File: src/rtl/imap_biu.sv
// imap_biu: input feature map read BIU.
// Fetches MAP_WORDS consecutive words from the arbiter starting at the sampled
// base address and streams them in order to the map buffer. Outstanding reads
// are limited by credits so the response FIFO can never overflow.
// Optional build macro IMAP_BIU_PERF_CNT_EN adds the imap_stall_cnt port.
module imap_biu #(
  parameter int MAP_WORDS  = 200704,
  parameter int FIFO_DEPTH = 4
) (
  input  logic        clk,
  input  logic        rst,
  input  logic [31:0] imap_base_addr,
  input  logic        conv_start,
  output logic        imap_biu2arb_req,
  output logic [31:0] imap_biu2arb_addr,
  output logic        imap_biu2arb_vld,
  input  logic        imap_biu2arb_rdy,
  input  logic [31:0] arb2imap_biu_data,
  input  logic        arb2imap_biu_vld,
  output logic        arb2imap_biu_rdy,
  output logic [31:0] imap_biu2buf_data,
  output logic        imap_biu2buf_vld,
  input  logic        imap_biu2buf_rdy,
  output logic        imap_done,
  output logic        imap_busy
`ifdef IMAP_BIU_PERF_CNT_EN
  ,
  output logic [31:0] imap_stall_cnt
`endif
);

  localparam int CNT_W = $clog2(MAP_WORDS + 1);
  localparam int PTR_W = $clog2(FIFO_DEPTH);
  localparam int CRD_W = $clog2(FIFO_DEPTH + 1);
  localparam logic [CNT_W-1:0] LAST_IDX = CNT_W'(MAP_WORDS - 1);
  localparam logic [CRD_W-1:0] CRD_FULL = CRD_W'(FIFO_DEPTH);

  typedef enum logic [1:0] {IDLE, ISSUE, DRAIN, DONE} state_t;

  state_t           state;
  logic [CNT_W-1:0] iss_cnt;
  logic [CNT_W-1:0] out_cnt;
  logic [CRD_W-1:0] credits;
  logic [31:0]      addr_q;

  logic [31:0]      mem [FIFO_DEPTH];
  logic [PTR_W-1:0] wr_ptr;
  logic [PTR_W-1:0] rd_ptr;
  logic [CRD_W-1:0] fifo_cnt;
  logic [CRD_W-1:0] fifo_cnt_next;
  logic             rsp_rdy_q;

  logic start_acc;
  logic req_hs;
  logic rsp_hs;
  logic dn_hs;
  logic last_req;
  logic last_dn;
  logic fifo_empty;

  assign start_acc  = conv_start && (state == IDLE);
  assign req_hs     = imap_biu2arb_vld && imap_biu2arb_rdy;
  assign rsp_hs     = arb2imap_biu_vld && rsp_rdy_q;
  assign dn_hs      = imap_biu2buf_vld && imap_biu2buf_rdy;
  assign last_req   = req_hs && (iss_cnt == LAST_IDX);
  assign last_dn    = dn_hs && (out_cnt == LAST_IDX);
  assign fifo_empty = (fifo_cnt == '0);

  // Request valid only while issuing and a FIFO slot is reserved for the reply.
  assign imap_biu2arb_vld  = (state == ISSUE) && (credits != '0);
  assign imap_biu2arb_addr = addr_q;
  assign arb2imap_biu_rdy  = rsp_rdy_q;
  assign imap_biu2buf_vld  = !fifo_empty;
  assign imap_biu2buf_data = fifo_empty ? 32'h0 : mem[rd_ptr];

  // Control FSM with registered req/busy/done outputs.
  always_ff @(posedge clk or posedge rst) begin
    if (rst) begin
      state            <= IDLE;
      imap_biu2arb_req <= 1'b0;
      imap_busy        <= 1'b0;
      imap_done        <= 1'b0;
    end else begin
      case (state)
        IDLE: begin
          if (conv_start) begin
            state            <= ISSUE;
            imap_biu2arb_req <= 1'b1;
            imap_busy        <= 1'b1;
          end
        end
        ISSUE: begin
          if (last_req) begin
            state            <= DRAIN;
            imap_biu2arb_req <= 1'b0;
          end
        end
        DRAIN: begin
          if (last_dn) begin
            state     <= DONE;
            imap_done <= 1'b1;
          end
        end
        DONE: begin
          state     <= IDLE;
          imap_done <= 1'b0;
          imap_busy <= 1'b0;
        end
        default: state <= IDLE;
      endcase
    end
  end

  // Issue/delivery counters, credits, and the request address (tracks base + iss_cnt).
  always_ff @(posedge clk or posedge rst) begin
    if (rst) begin
      iss_cnt <= '0;
      out_cnt <= '0;
      credits <= CRD_FULL;
      addr_q  <= 32'h0;
    end else if (start_acc) begin
      iss_cnt <= '0;
      out_cnt <= '0;
      credits <= CRD_FULL;
      addr_q  <= imap_base_addr;
    end else begin
      if (req_hs) begin
        iss_cnt <= iss_cnt + CNT_W'(1);
        addr_q  <= addr_q + 32'd1;
      end
      if (dn_hs) begin
        out_cnt <= out_cnt + CNT_W'(1);
      end
      if (req_hs && !dn_hs) begin
        credits <= credits - CRD_W'(1);
      end else if (!req_hs && dn_hs) begin
        credits <= credits + CRD_W'(1);
      end
    end
  end

  // Occupancy after this cycle's push/pop.
  always_comb begin
    fifo_cnt_next = fifo_cnt;
    if (rsp_hs && !dn_hs) begin
      fifo_cnt_next = fifo_cnt + CRD_W'(1);
    end else if (!rsp_hs && dn_hs) begin
      fifo_cnt_next = fifo_cnt - CRD_W'(1);
    end
  end

  // FIFO pointers and occupancy; response ready is registered from next occupancy so it reads 0 in reset.
  always_ff @(posedge clk or posedge rst) begin
    if (rst) begin
      wr_ptr    <= '0;
      rd_ptr    <= '0;
      fifo_cnt  <= '0;
      rsp_rdy_q <= 1'b0;
    end else begin
      if (rsp_hs) begin
        wr_ptr <= wr_ptr + PTR_W'(1);
      end
      if (dn_hs) begin
        rd_ptr <= rd_ptr + PTR_W'(1);
      end
      fifo_cnt  <= fifo_cnt_next;
      rsp_rdy_q <= (fifo_cnt_next != CRD_FULL);
    end
  end

  // FIFO storage; contents need no reset because occupancy gates the output.
  always_ff @(posedge clk) begin
    if (rsp_hs) begin
      mem[wr_ptr] <= arb2imap_biu_data;
    end
  end

`ifdef IMAP_BIU_PERF_CNT_EN
  logic [31:0] stall_q;
  logic        stall_evt;

  assign stall_evt      = (imap_biu2arb_vld && !imap_biu2arb_rdy) ||
                          ((state == ISSUE) && (credits == '0));
  assign imap_stall_cnt = stall_q;

  // Saturating count of arbiter back-pressure and credit-starved issue cycles.
  always_ff @(posedge clk or posedge rst) begin
    if (rst) begin
      stall_q <= 32'h0;
    end else if (start_acc) begin
      stall_q <= 32'h0;
    end else if (stall_evt && (stall_q != 32'hFFFF_FFFF)) begin
      stall_q <= stall_q + 32'd1;
    end
  end
`endif

endmodule

File: config.mk
export PLATFORM = sky130hd
export DESIGN_NAME = imap_biu
export DESIGN_NICKNAME = d
export VERILOG_FILES = /design/src/rtl/imap_biu.sv
export SDC_FILE = /design/constraint.sdc
export NUM_CORES = 1
export LEC_CHECK = 0
export ABC_AREA = 1
export BUFFER_PORTS_ARGS = -buffer_cell sky130_fd_sc_hd__buf_2
export CAP_MARGIN = 0
export CELL_PAD_IN_SITES_DETAIL_PLACEMENT = 1
export CELL_PAD_IN_SITES_GLOBAL_PLACEMENT = 1
export CORE_UTILIZATION = 47
export DETAILED_ROUTE_END_ITERATION = 16
export PLACE_DENSITY = 0.86
export SETUP_SLACK_MARGIN = 0.2
export SYNTH_ARGS = -nofsm -noshare
export SYNTH_HDL_FRONTEND = slang
export SYNTH_SLANG_ARGS = --single-unit
export TNS_END_PERCENT = 10
File: constraint.sdc
create_clock -name clk -period 8.4 [get_ports clk]
set_input_delay 1.68 -clock clk [delete_from_list [all_inputs] [get_ports clk]]
set_output_delay 1.68 -clock clk [all_outputs]
set_load 0.02 [all_outputs]
# After elaboration in Yosys (flattened, before gate mapping)
# Memory sizes are Yosys's and may differ from the RTL's.
# Index checks and enable logic that the tools add are counted.
# classes
addsub,9
eq_ne,9
mux,24
reduce_logical,28
# op_table
cell,count
$mux 32,3
$mux 18,4
$add 18x1->18 const B,2
$eq 18x18->1 const B,2
$add 32x1->32 const B,1
$mux 3,5
$logic_and 1x1->1,11
$reduce_bool 2->1,5
$pmux 2 s4,1
$add 3x1->3 const B,2
$mux 2,3
$ne 2x2->1 const B,3
$pmux 1 s2,3
$reduce_and 3->1,2
$reduce_bool 3->1,2
$sub 3x1->3 const B,2
$mux 1,5
$add 2x1->2 const B,2
$eq 2x2->1 const B,2
$logic_not 1->1,4
$reduce_and 2->1,2
$logic_not 3->1,1
$ne 3x3->1 const B,1
$eq 2x1->1 const B,1
$logic_not 2->1,1
# word_totals
wordCells,83
out_inout_bits,70
regBits,84
mem_bits_rw,128
input_bits,70
n_memories,1
# mem_list
name,depth,word_bits,rd,rd_clocked_by_memory_dff,wr,line_no,rtl
mem,4,32,1,0,1,46,logic [31:0] mem [FIFO_DEPTH];

# Depth between registers and ports, before layout
# Gate-level depths: netlist of the first run.
# depth
depth_word,8
mapped_depth,12
ltp_nobuf,12

# Worst setup path after synthesis of the first run
# OpenSTA, ideal clock, no wires.
# synth_timing
kind,input to register
startpoint,in arb2imap_biu_vld
endpoint,mem mem[0][0] (enable)
path_buffers,0
stages,2
required_time_ns,7.979
arrival_ns,3.198
setup_ns,0.421
path_slack_ns,4.781
path_cell_list,nand2_1 > nor2_1
# synth_via
elab_chain_cells,3
# synth_rtl
item,line_no,rtl
"start, declared",19,"input logic arb2imap_biu_vld,"
$logic_and 1x1->1,63,assign rsp_hs = arb2imap_biu_vld && rsp_rdy_q;
$mux 1,173,if (rsp_hs) begin
$mux 1 (implied by the code),174,mem[wr_ptr] <= arb2imap_biu_data;
"end, declared",46,
# No other way between the ends.

# Final worst setup path of the first run
# layout_timing
startpoint,reg fifo_cnt[0]
endpoint,out imap_biu2buf_data[2]
# layout_via
elab_chain_cells,2
# layout_rtl
item,line_no,rtl
"start, declared",49,logic [CRD_W-1:0] fifo_cnt;
"start signal, assigned",166,fifo_cnt <= fifo_cnt_next;
$logic_not 3->1,67,assign fifo_empty = (fifo_cnt == '0);
$mux 32,74,assign imap_biu2buf_data = fifo_empty ? 32'h0 : mem[rd_ptr];
"end, declared",21,"output logic [31:0] imap_biu2buf_data,"
# No other way between the ends.

==> impl_results.md, run 1 <==
* Run status: finished clean
* Ports at 140
* Routed Antenna Nets at 0
* Net Count, Synth at between 1000 and 1500
* Num rows at 54
* Mapped cell area at 10500 um2
* Clock Skews at 16.7 ps
* Primary FF master, synth: edfxtp_1
* CP peak stage delay at 800 ps
* Tcrit/Tclk final at 49.3%
* DRT Wirelength at 29700 um
* Mapped Cells at 1194
* Final Cell Area at 12200 um2
* Placed cell area at 11400 um2
* Share of cells above drive strength 1 at around 18%
* TritonCTS clock tree: built
* CTS buffer count at 23
* Count of buffer and inverter cells on the critical path at 3
* Flops & latches, synth at 212
* Tot Pwr at about 4.5 mW
* Place WS at 4700 ps
* Setup crit end kind: primary output
* Core area at 21900 um2
* Final TNS setup at 0 ps
* Input/output buffers at 139
* Slew @ Worst Pin at 1220 ps
* Cell mode on critical path: inv_1
* RSZ-0062 raised after global routing: false
* Startpoint types: flip-flop
* Syn Area/Cell at 8.81 um2
* Max-cap violations at 0
* Floorplan die area at 23000 um2
* Data required time of the worst path at between 6000 and 7000 ps
* Root buffer cell: clkbuf_16
* Nets at between 1000 and 1500
* FMAX at between 200 and 250 MHz
* Max Root-Sink Buffers at 3
* Slew Viols, Final at 0
* Cts hold-fix bufs at 0
* Post-route DRC at 0
* Relative slew slack at between 10% and 20%
* DR iter-0 viols at 339
* Top Family by Delay on Critical Path: buffers and inverters
* Die Width at 152 um
* Post-route minimum period at 4140 ps
* Average wire per standard cell at 18.4 um
* Die Ht at 152 um
* Cts repair resizes at 0
* Clock-pin slew on the worst setup and hold paths at around 60 ps
* Grt total ovfl at 0
* Area grow syn2layout at 16.1%
* Leakage dissipation at 5.11 nW
* Clk sinks at 212
* Post-synth EDFFs at 128
* Antenna violations before repair at 1
* Register area at 5950 um2
* Pwr Density at 366 nW/um2
* Post-synth ARST share at approximately 40%
* Synth top cells by count: nor2_1, nand2_1, edfxtp_1
* Count leader, synth: nor2_1
* Cell type with the largest total area after synthesis: edfxtp_1
* H-tree Lvls at 1
* Maximum VDD drop at around 0.2 mV
* Sequential area share after synthesis at between 50% and 60%
* Number of global-route vias before repair at 9104
* Largest net degree at the start of global routing at 76
* Placer Congestion at 0.829
* Crit path kind: flip-flop to primary output
* Fillcell total at around 2600
* DP Wirelength at 19300 um
* Worst path slowest cell: inv_1
* Drt first pass iters at 7
* Post-CTS Setup Repair Bufs at 0
* Initial Util at 48.1%
* Ys Warns at 0
* Post-layout util at 55.8%
* Worst Path Max Fanout at 32
* Yosys cell types at 44
* Global-route wire length before repair at 46600 um
* Fin. Hold Viols at 0
* Final Setup Violations at 0
* Critical Path AT at 2460 ps
* Multi-input combinational cell area at 4030 um2
* Final WS setup at 4260 ps
* Hold Crit Class: flip-flop to flip-flop
* Top cell type's share of synthesized area at between 30 and 40%
* Via density per instance at 5.43
* Crit path cell chain: inv_1 > ha_1 > nand2_2 > inv_1 > a21oi_1 > buf_2
* Top post-synthesis cells by area: edfxtp_1, dfrtp_1, nor2_1, nand2_1, o21ai_0
* Clk_lat worst skew at roughly 500 ps
* Aggregate global-route resource usage at 26.1%
* Via count at 8792
[cell usage in the layout (no fill, tap or decap), drive strengths merged, types with 2 or more instances in the layout]
master,Yosys,layout
xor2,10,10
nor3b,3,3
o22ai,2,2
o21ai,114,114
nand3b,9,9
a21oi,57,57
edfxtp,128,128
a22oi,2,2
clkbuf,19,24
nor3,14,14
nand4,12,12
xnor2,5,5
clkinvlp,0,5
nor2,280,280
buf,26,147
nand3,62,62
bufinv,0,4
ha,14,14
a31oi,4,4
dfrtp,83,83
inv,92,91
nand2,243,243
clkinv,0,9
o21a,5,5
[registers in the layout, summed over array words and instances (netlist names), 2 cells and up]
name	count
wr_ptr	2
iss_cnt	18
mem	128
fifo_cnt	3
imap_biu2arb_addr	32
out_cnt	18
credits	3
rd_ptr	2
state	2
[worst paths after layout]
kind	from	to	slack (ps)	cells past startpoint
worst max-delay path	fifo_cnt[0]	imap_biu2buf_data[2]	4260	6
worst min-delay path	imap_biu2arb_req	imap_biu2arb_req	480	2
worst max register to register	state[0]	out_cnt[10]	5680	10
worst min register to register	imap_biu2arb_req	imap_biu2arb_req	480	2
max in group asynchronous	rst	iss_cnt[14]	6030	3
min in group asynchronous	rst	arb2imap_biu_rdy	1240	2
[power by group]
group,internal (mW),switching [mW],leakage [nW]
clock network,0.626,0.431,0.364
logic,0.541,1.29,2.51
registers,1.38,0.200,2.23
total,2.54,1.92,5.11
[metal layers]
metal  vias to the layer above  part of all wire (%)  global-route usage (%)
met2                       200                    49                    45.9
met4                         0                   1.8                    6.63
li1                       4202                     -                       -
met5                         -                     0                       0
met1                      4354                    44                    33.9
met3                        36                   4.9                    3.50
[cells by family after synthesis]
group | after synthesis | synth area share, %
AO/OA/AOI/OAI | 190 | 9.51
XOR/XNOR | 15 | 1.25
adder cells (fa/ha/maj) | 15 | 1.86
buffers and inverters | 137 | 5.27
flip-flops | 212 | 56.5
AND/OR/NAND/NOR | 625 | 25.6
[layout make-up]
class / instances / area share, %
antenna: 1 / 0.0205
tap: 280 / 2.87
multi-input combinational: 845 / 33.0
inverter: 92 / 2.84
clock inverter: 17 / 1.64
clock buffer: 24 / 4.74
timing repair buffer: 147 / 6.19
sequential: 212 / 48.7
[per-stage QoR]
step / instances / hold slack, ps
floorplan: 1194 / 455
global placement: 1576 / 466
detailed placement: 1576 / 464
CTS: 1617 / 485
global route: 1618 / 514
finish: 1618 / 481
[worst reg2reg max path, delay by kind of cell, from the launching register on]
family	cells	cell delay [ps]
and+or+nand+nor	4	940
buffers and inverters	3	780
DFF	1	410
adders and majority gates	1	270
AOI/OAI and AO/OA	2	210
Note: power is estimated with default switching activity, not from simulation.
==> run 2: changes to the inputs <==
CORE_UTILIZATION = 40   (was 47)
PLACE_DENSITY = 0.78   (was 0.86)
clock period = 3.8 ns   (was 8.4 ns; I/O delays follow)
==> run 2 against run 1 <==
Global-route usage shrank 4.1 points. Register-to-register slack got worse by 4400 ps. Die area up 17%. Power rose by 120%. Critical path type unchanged. Routed wire length is 2.4% lower. Core utilization decreased by 7.3 points.
==> impl_results.md, run 2 (same netlist as run 1, synthesis figures left out) <==
* Largest register FFs at 128 (unchanged)
* Max-cap violations at 0 (unchanged)
* Average wire per standard cell at 17.3 um (was 18.4 um)
* Multi-input combinational cell area at 4030 um2 (unchanged)
* Drt first pass iters at 5 (was 7)
* Tot Pwr at 9.97 mW (was 4.47 mW)
* Final Setup Violations at 0 (unchanged)
* Cts repair resizes at 0 (unchanged)
* Die Ht at 164 um (was 152 um)
* Fin. Hold Viols at 0 (unchanged)
* Final TNS setup at 0 ps (unchanged)
* Placer Congestion at 0.824 (was 0.829)
* Final Cell Area at 12400 um2 (was 12200 um2)
* Setup crit end kind: primary output (unchanged)
* Global-route wire length before repair at 46700 um (was 46600 um)
* Startpoint types: flip-flop (unchanged)
* Ports at 140 (unchanged)
* Root buffer cell: clkbuf_16 (unchanged)
* CTS buffer count at 24 (was 23)
* Biggest register: mem (unchanged)
* Slew @ Worst Pin at 1160 ps (was 1220 ps)
* Core area at 25500 um2 (was 21900 um2)
* Crit path kind: flip-flop to primary output (unchanged)
* Clk sinks at 212 (unchanged)
* Clk_lat worst skew at 510 ps (about the same)
* Routed Antenna Nets at 0 (unchanged)
* Fillcell total at 3056 (was 2632)
* Input/output buffers at 139 (unchanged)
* Post-CTS Setup Repair Bufs at 0 (unchanged)
* Final WS setup at 578 ps (was 4260 ps)
* Leakage dissipation at 5.17 nW (was 5.11 nW)
* Met1 global-route usage at 28.4% (was 33.9%)
* Via density per instance at 5.21 (was 5.43)
* DRT Wirelength at 29000 um (was 29700 um)
* RSZ-0062 raised after global routing: false (unchanged)
* Tcrit/Tclk final at 84.8%
* Largest net degree at the start of global routing at 66 (was 76)
* Antenna Cells at 0 (was 1)
* Clock Skews at 8.35 ps (was 16.7 ps)
* Pwr Density at 807 nW/um2 (was 366 nW/um2)
* Grt met3 use at 2.80% (was 3.50%)
* Number of global-route vias before repair at 9041 (was 9104)
* Max Root-Sink Buffers at 3 (unchanged)
* FMAX at 310 MHz
* Worst Path Max Fanout at 32 (unchanged)
* Die Width at 164 um (was 152 um)
* Area grow syn2layout at 17.5% (was 16.1%)
* Register area at 5950 um2 (unchanged)
* Grt total ovfl at 0 (unchanged)
* Placed cell area at 11500 um2 (was 11400 um2)
* DP Wirelength at 19900 um (was 19300 um)
* Place WS at 1040 ps (was 4700 ps)
* Slew Viols, Final at 0 (unchanged)
* Cells on worst reg2reg path at 11 (was 10)
* Hold_ws at 227 ps (was 481 ps)
* Antenna violations before repair at 1 (unchanged)
* Most frequent cells in the layout: nor2_1, nand2_1, buf_2 (unchanged)
* Run status: finished clean (unchanged)
* Via count at 8723 (was 8792)
* Post-route minimum period at 3220 ps
* Hold Crit Class: input pin to asynchronous set/reset pin (was flip-flop to flip-flop)
* Top Usage Layer GRT: met2 (unchanged)
* Data required time of the worst path at 3040 ps (was 6720 ps)
* Most common cell after layout, fill and taps aside: nor2_1 (unchanged)
* Post-route DRC at 0 (unchanged)
* Share of cells above drive strength 1 at 18.2% (about the same)
* DR iter-0 viols at 497 (was 339)
* Initial Util at 41.3% (was 48.1%)
* Clock-pin slew on the worst setup and hold paths at 60 ps (about the same)
* Critical Path AT at 2460 ps (about the same)
* Num rows at 58 (was 54)
* Nets at 1411 (was 1406)
* Met2 GRT Util at 39.3% (was 45.9%)
* Cts hold-fix bufs at 0 (unchanged)
* Aggregate global-route resource usage at 22.0% (was 26.1%)
* TritonCTS clock tree: built (unchanged)
* Floorplan die area at 27000 um2 (was 23000 um2)
* H-tree Lvls at 1 (unchanged)
* Relative slew slack at 22.5% (was 18.5%)
* Maximum VDD drop at 0.487 mV (was 0.201 mV)
run 2: cell count changes in the layout (fill, tap and decap cells not counted), sizes merged:
cell,previous run,this run
clkinv,9,7
clkinvlp,5,0
bufinv,4,5
clkbuf,24,32
diode,1,0
buf,147,151
run 2: worst paths after layout:
path / endpoint / slack (ps) / startpoint
min: arb2imap_biu_rdy / 230 / rst
max reg2reg: credits[2] / 1230 / state[1]
max in group asynchronous: imap_biu2arb_addr[15] / 2750 / rst
max: imap_biu2buf_data[2] / 580 / fifo_cnt[0]
min reg2reg: imap_biu2arb_req / 490 / imap_biu2arb_req
min in group clk: imap_biu2arb_addr[0] / 470 / imap_base_addr[0]
run 2: worst max-delay path, cell delays in order (launching register included):
cell	delay, ps
dfrtp_1	380
inv_1	110
ha_1	170
nand2_2	70
inv_1	830
a21oi_1	150
buf_2	230
run 2: power by group:
| part | switching (mW) | total (mW) | internal [mW] |
|---|---|---|---|
| Clock | 0.909 | 2.46 | 1.55 |
| Combinational | 2.82 | 4.03 | 1.21 |
| Sequential | 0.435 | 3.48 | 3.04 |
| Total | 4.16 | 9.97 | 5.81 |
run 2: final cells by class:
class | instances | area share, %
Multi-Input combinational cell | 845 | 32.6
Timing Repair Buffer | 151 | 6.36
Clock buffer | 32 | 5.35
Tap cell | 330 | 3.34
Sequential cell | 212 | 48.1
Inverter | 92 | 2.80
Clock inverter | 11 | 1.43
run 2: per-layer routing:
| layer | wire length [um] | share of wire (%) |
|---|---|---|
| met5 | 13 | 0.045 |
| met3 | 1260 | 4.3 |
| met1 | 12700 | 44 |
| met2 | 14500 | 50 |
| met4 | 432 | 1.5 |
run 2: metrics by stage:
step / cells / util, %
after detailed placement: 1630 / 45.2
after global routing: 1673 / 48.5
after floorplan: 1194 / -
final: 1673 / 48.5
after CTS: 1673 / 48.5
after global placement: 1630 / 45.2
==> run 3: changes to the inputs <==
clock period = 2.58 ns   (was 3.8 ns; I/O delays follow)
==> run 3 against run 2 <==
Count of clock-buffer cells in the layout shrank 5. Worst hold slack lost 130 ps. Cell count rose by 1.3%. Routed wire length is 7.1% higher. Largest cell class unchanged. Clock skew rose by 1.8 ps. Die area stayed put. Global-route usage is 0.50 points higher. Non-clock buffer count rose by 19. Sequential share of layout area fell by 1.6 points. Critical path depth is 1 higher. Register-to-register slack got worse by 700 ps.
==> impl_results.md, run 3 (same netlist as run 1, synthesis figures left out) <==
* Place WS at 521 ps (was 1040 ps)
* Largest net degree at the start of global routing at 85 (was 66)
* Met2 Routed Length at 15900 um (was 14500 um)
* Share of cells above drive strength 1 at 20.5% (was 18.2%)
* Post-route minimum period at 2470 ps
* Floorplan die area at 27000 um2 (unchanged)
* Final WS setup at 109 ps (was 578 ps)
* Cells on worst reg2reg path at 11 (unchanged)
* Die Width at 164 um (unchanged)
* DRT Wirelength at 31000 um (was 29000 um)
* Data required time of the worst path at 2060 ps (was 3040 ps)
* DR top layer: met5 (unchanged)
* Setup crit end kind: primary output (unchanged)
* Aggregate global-route resource usage at 22.5% (was 22.0%)
* Root buffer cell: clkbuf_16 (unchanged)
* Run status: finished clean (unchanged)
* Clk sinks at 212 (unchanged)
* Max Root-Sink Buffers at 3 (unchanged)
* Routed Antenna Nets at 0 (unchanged)
* Reg2reg setup slack at 530 ps (was 1230 ps)
* Ports at 140 (unchanged)
* Post-Route M1 WL at 13100 um (was 12700 um)
* H-tree Lvls at 1 (unchanged)
* DR iter-0 viols at 496 (was 497)
* Most frequent cells in the layout: nor2_1, nand2_1, edfxtp_1 (was nor2_1, nand2_1, buf_2)
* Met3 wire length at 1490 um (was 1260 um)
* Input/output buffers at 139 (unchanged)
* Drt first pass iters at 5 (unchanged)
* Core area at 25500 um2 (unchanged)
* Relative slew slack at 65.6% (was 22.5%)
* Clock-pin slew on the worst setup and hold paths at 60 ps (about the same)
* Average wire per standard cell at 18.3 um (was 17.3 um)
* Placed cell area at 11600 um2 (was 11500 um2)
* Number of global-route vias before repair at 9089 (was 9041)
* Die Ht at 164 um (unchanged)
* Via count at 8953 (was 8723)
* Final Setup Violations at 0 (unchanged)
* Post-layout util at 50.2% (was 48.5%)
* FMAX at between 400 and 500 MHz
* CTS buffer count at 25 (was 24)
* Biggest register: mem (unchanged)
* Tcrit/Tclk final at between 90% and 100%
* Clk_lat worst skew at 510 ps (about the same)
* Max-cap violations at 0 (unchanged)
* Hold Crit Class: input pin to asynchronous set/reset pin (unchanged)
* Tot Pwr at 15.5 mW (was 9.97 mW)
* Clock Skews at 10.1 ps (was 8.35 ps)
* Cts hold-fix bufs at 0 (unchanged)
* Hold_ws at 102 ps (was 227 ps)
* Post-route DRC at 0 (unchanged)
* Grt total ovfl at 0 (unchanged)
* RSZ-0062 raised after global routing: true (was false)
* Pwr Density at 1220 nW/um2 (was 807 nW/um2)
* RR Endpoint: credits[2] (unchanged)
* Critical Path AT at 1960 ps (was 2460 ps)
* Leakage dissipation at 5.35 nW (was 5.17 nW)
* R2r startpoint: state[1] (unchanged)
* DP Wirelength at 20100 um (was 19900 um)
* Largest register FFs at 128 (unchanged)
* TritonCTS clock tree: built (unchanged)
* Num rows at 58 (unchanged)
* Initial Util at 41.3% (unchanged)
* Final Cell Area at 12800 um2 (was 12400 um2)
* Slew Viols, Final at 0 (unchanged)
* Most common cell after layout, fill and taps aside: nor2_1 (unchanged)
* Maximum VDD drop at 0.709 mV (was 0.487 mV)
* Antenna violations before repair at 2 (was 1)
* Crit path from: rd_ptr[0] (was fifo_cnt[0])
* Area grow syn2layout at 21.5% (was 17.5%)
* Startpoint types: flip-flop (unchanged)
* Crit path kind: flip-flop to primary output (unchanged)
* Via density per instance at 5.28 (was 5.21)
* Placer Congestion at 0.824 (about the same)
* Global-route wire length before repair at 47500 um (was 46700 um)
* Worst Path Max Fanout at 8 (was 32)
* Nets at 1431 (was 1411)
* Slew @ Worst Pin at 516 ps (was 1160 ps)
* Fin. Hold Viols at 0 (unchanged)
==> run 3: worst max-delay path: stages (launching register included) <==
cell and delay [ps]:
dfrtp_2 480, buf_12 160, clkbuf_16 160, nor2_1 60, nor2_1 110, o21ai_0 130, a21oi_1 160, buf_2 180
==> run 3: where the power goes <==
part	internal, mW	total (mW)	switching [mW]
clock network	2.07	3.47	1.40
registers	4.49	5.16	0.672
logic	2.45	6.91	4.46
total	9.00	15.5	6.54
==> run 3: worst max path at each step <==
stage,slack (ps),cells past startpoint,to
after global routing,-9,7,imap_biu2buf_data[13]
after detailed placement,520,11,credits[2]
final,110,7,imap_biu2buf_data[13]
after floorplan,120,2,mem[0][0]
after CTS,140,5,imap_biu2buf_data[19]
after global placement,660,11,credits[2]
==> run 3: final cells by class <==
| class | count | area [um2] |
|---|---|---|
| clock inverters | 18 | 168 |
| clock buffers | 27 | 633 |
| inverters | 92 | 352 |
| flip-flops and latches | 212 | 5950 |
| diodes | 1 | 2.50 |
| multi-input cells | 845 | 4070 |
| repair buffers | 170 | 1190 |
| fillers | 2984 | 12700 |
| well taps | 330 | 413 |
==> run 3: what timing repair did <==
action | in CTS | in global routing
gates cloned | 3 | 4
setup endpoints to repair | 32 | 32
resized for setup | 11 | 55
pin swaps | 0 | 17
setup buffers | 3 | 0
==> run 3: layer usage <==
layer	vias up	GRT usage (%)
met5	-	0
met4	2	5.01
met3	44	2.73
met2	216	40.6
met1	4435	28.6
li1	4256	-
==> run 3: through the flow <==
step,TNS [ps],instances
2_1_floorplan,0,1194
3_3_place_gp,0,1639
3_5_place_dp,0,1639
4_1_cts,0,1690
5_1_grt,-9.46,1694
6_report,0,1695
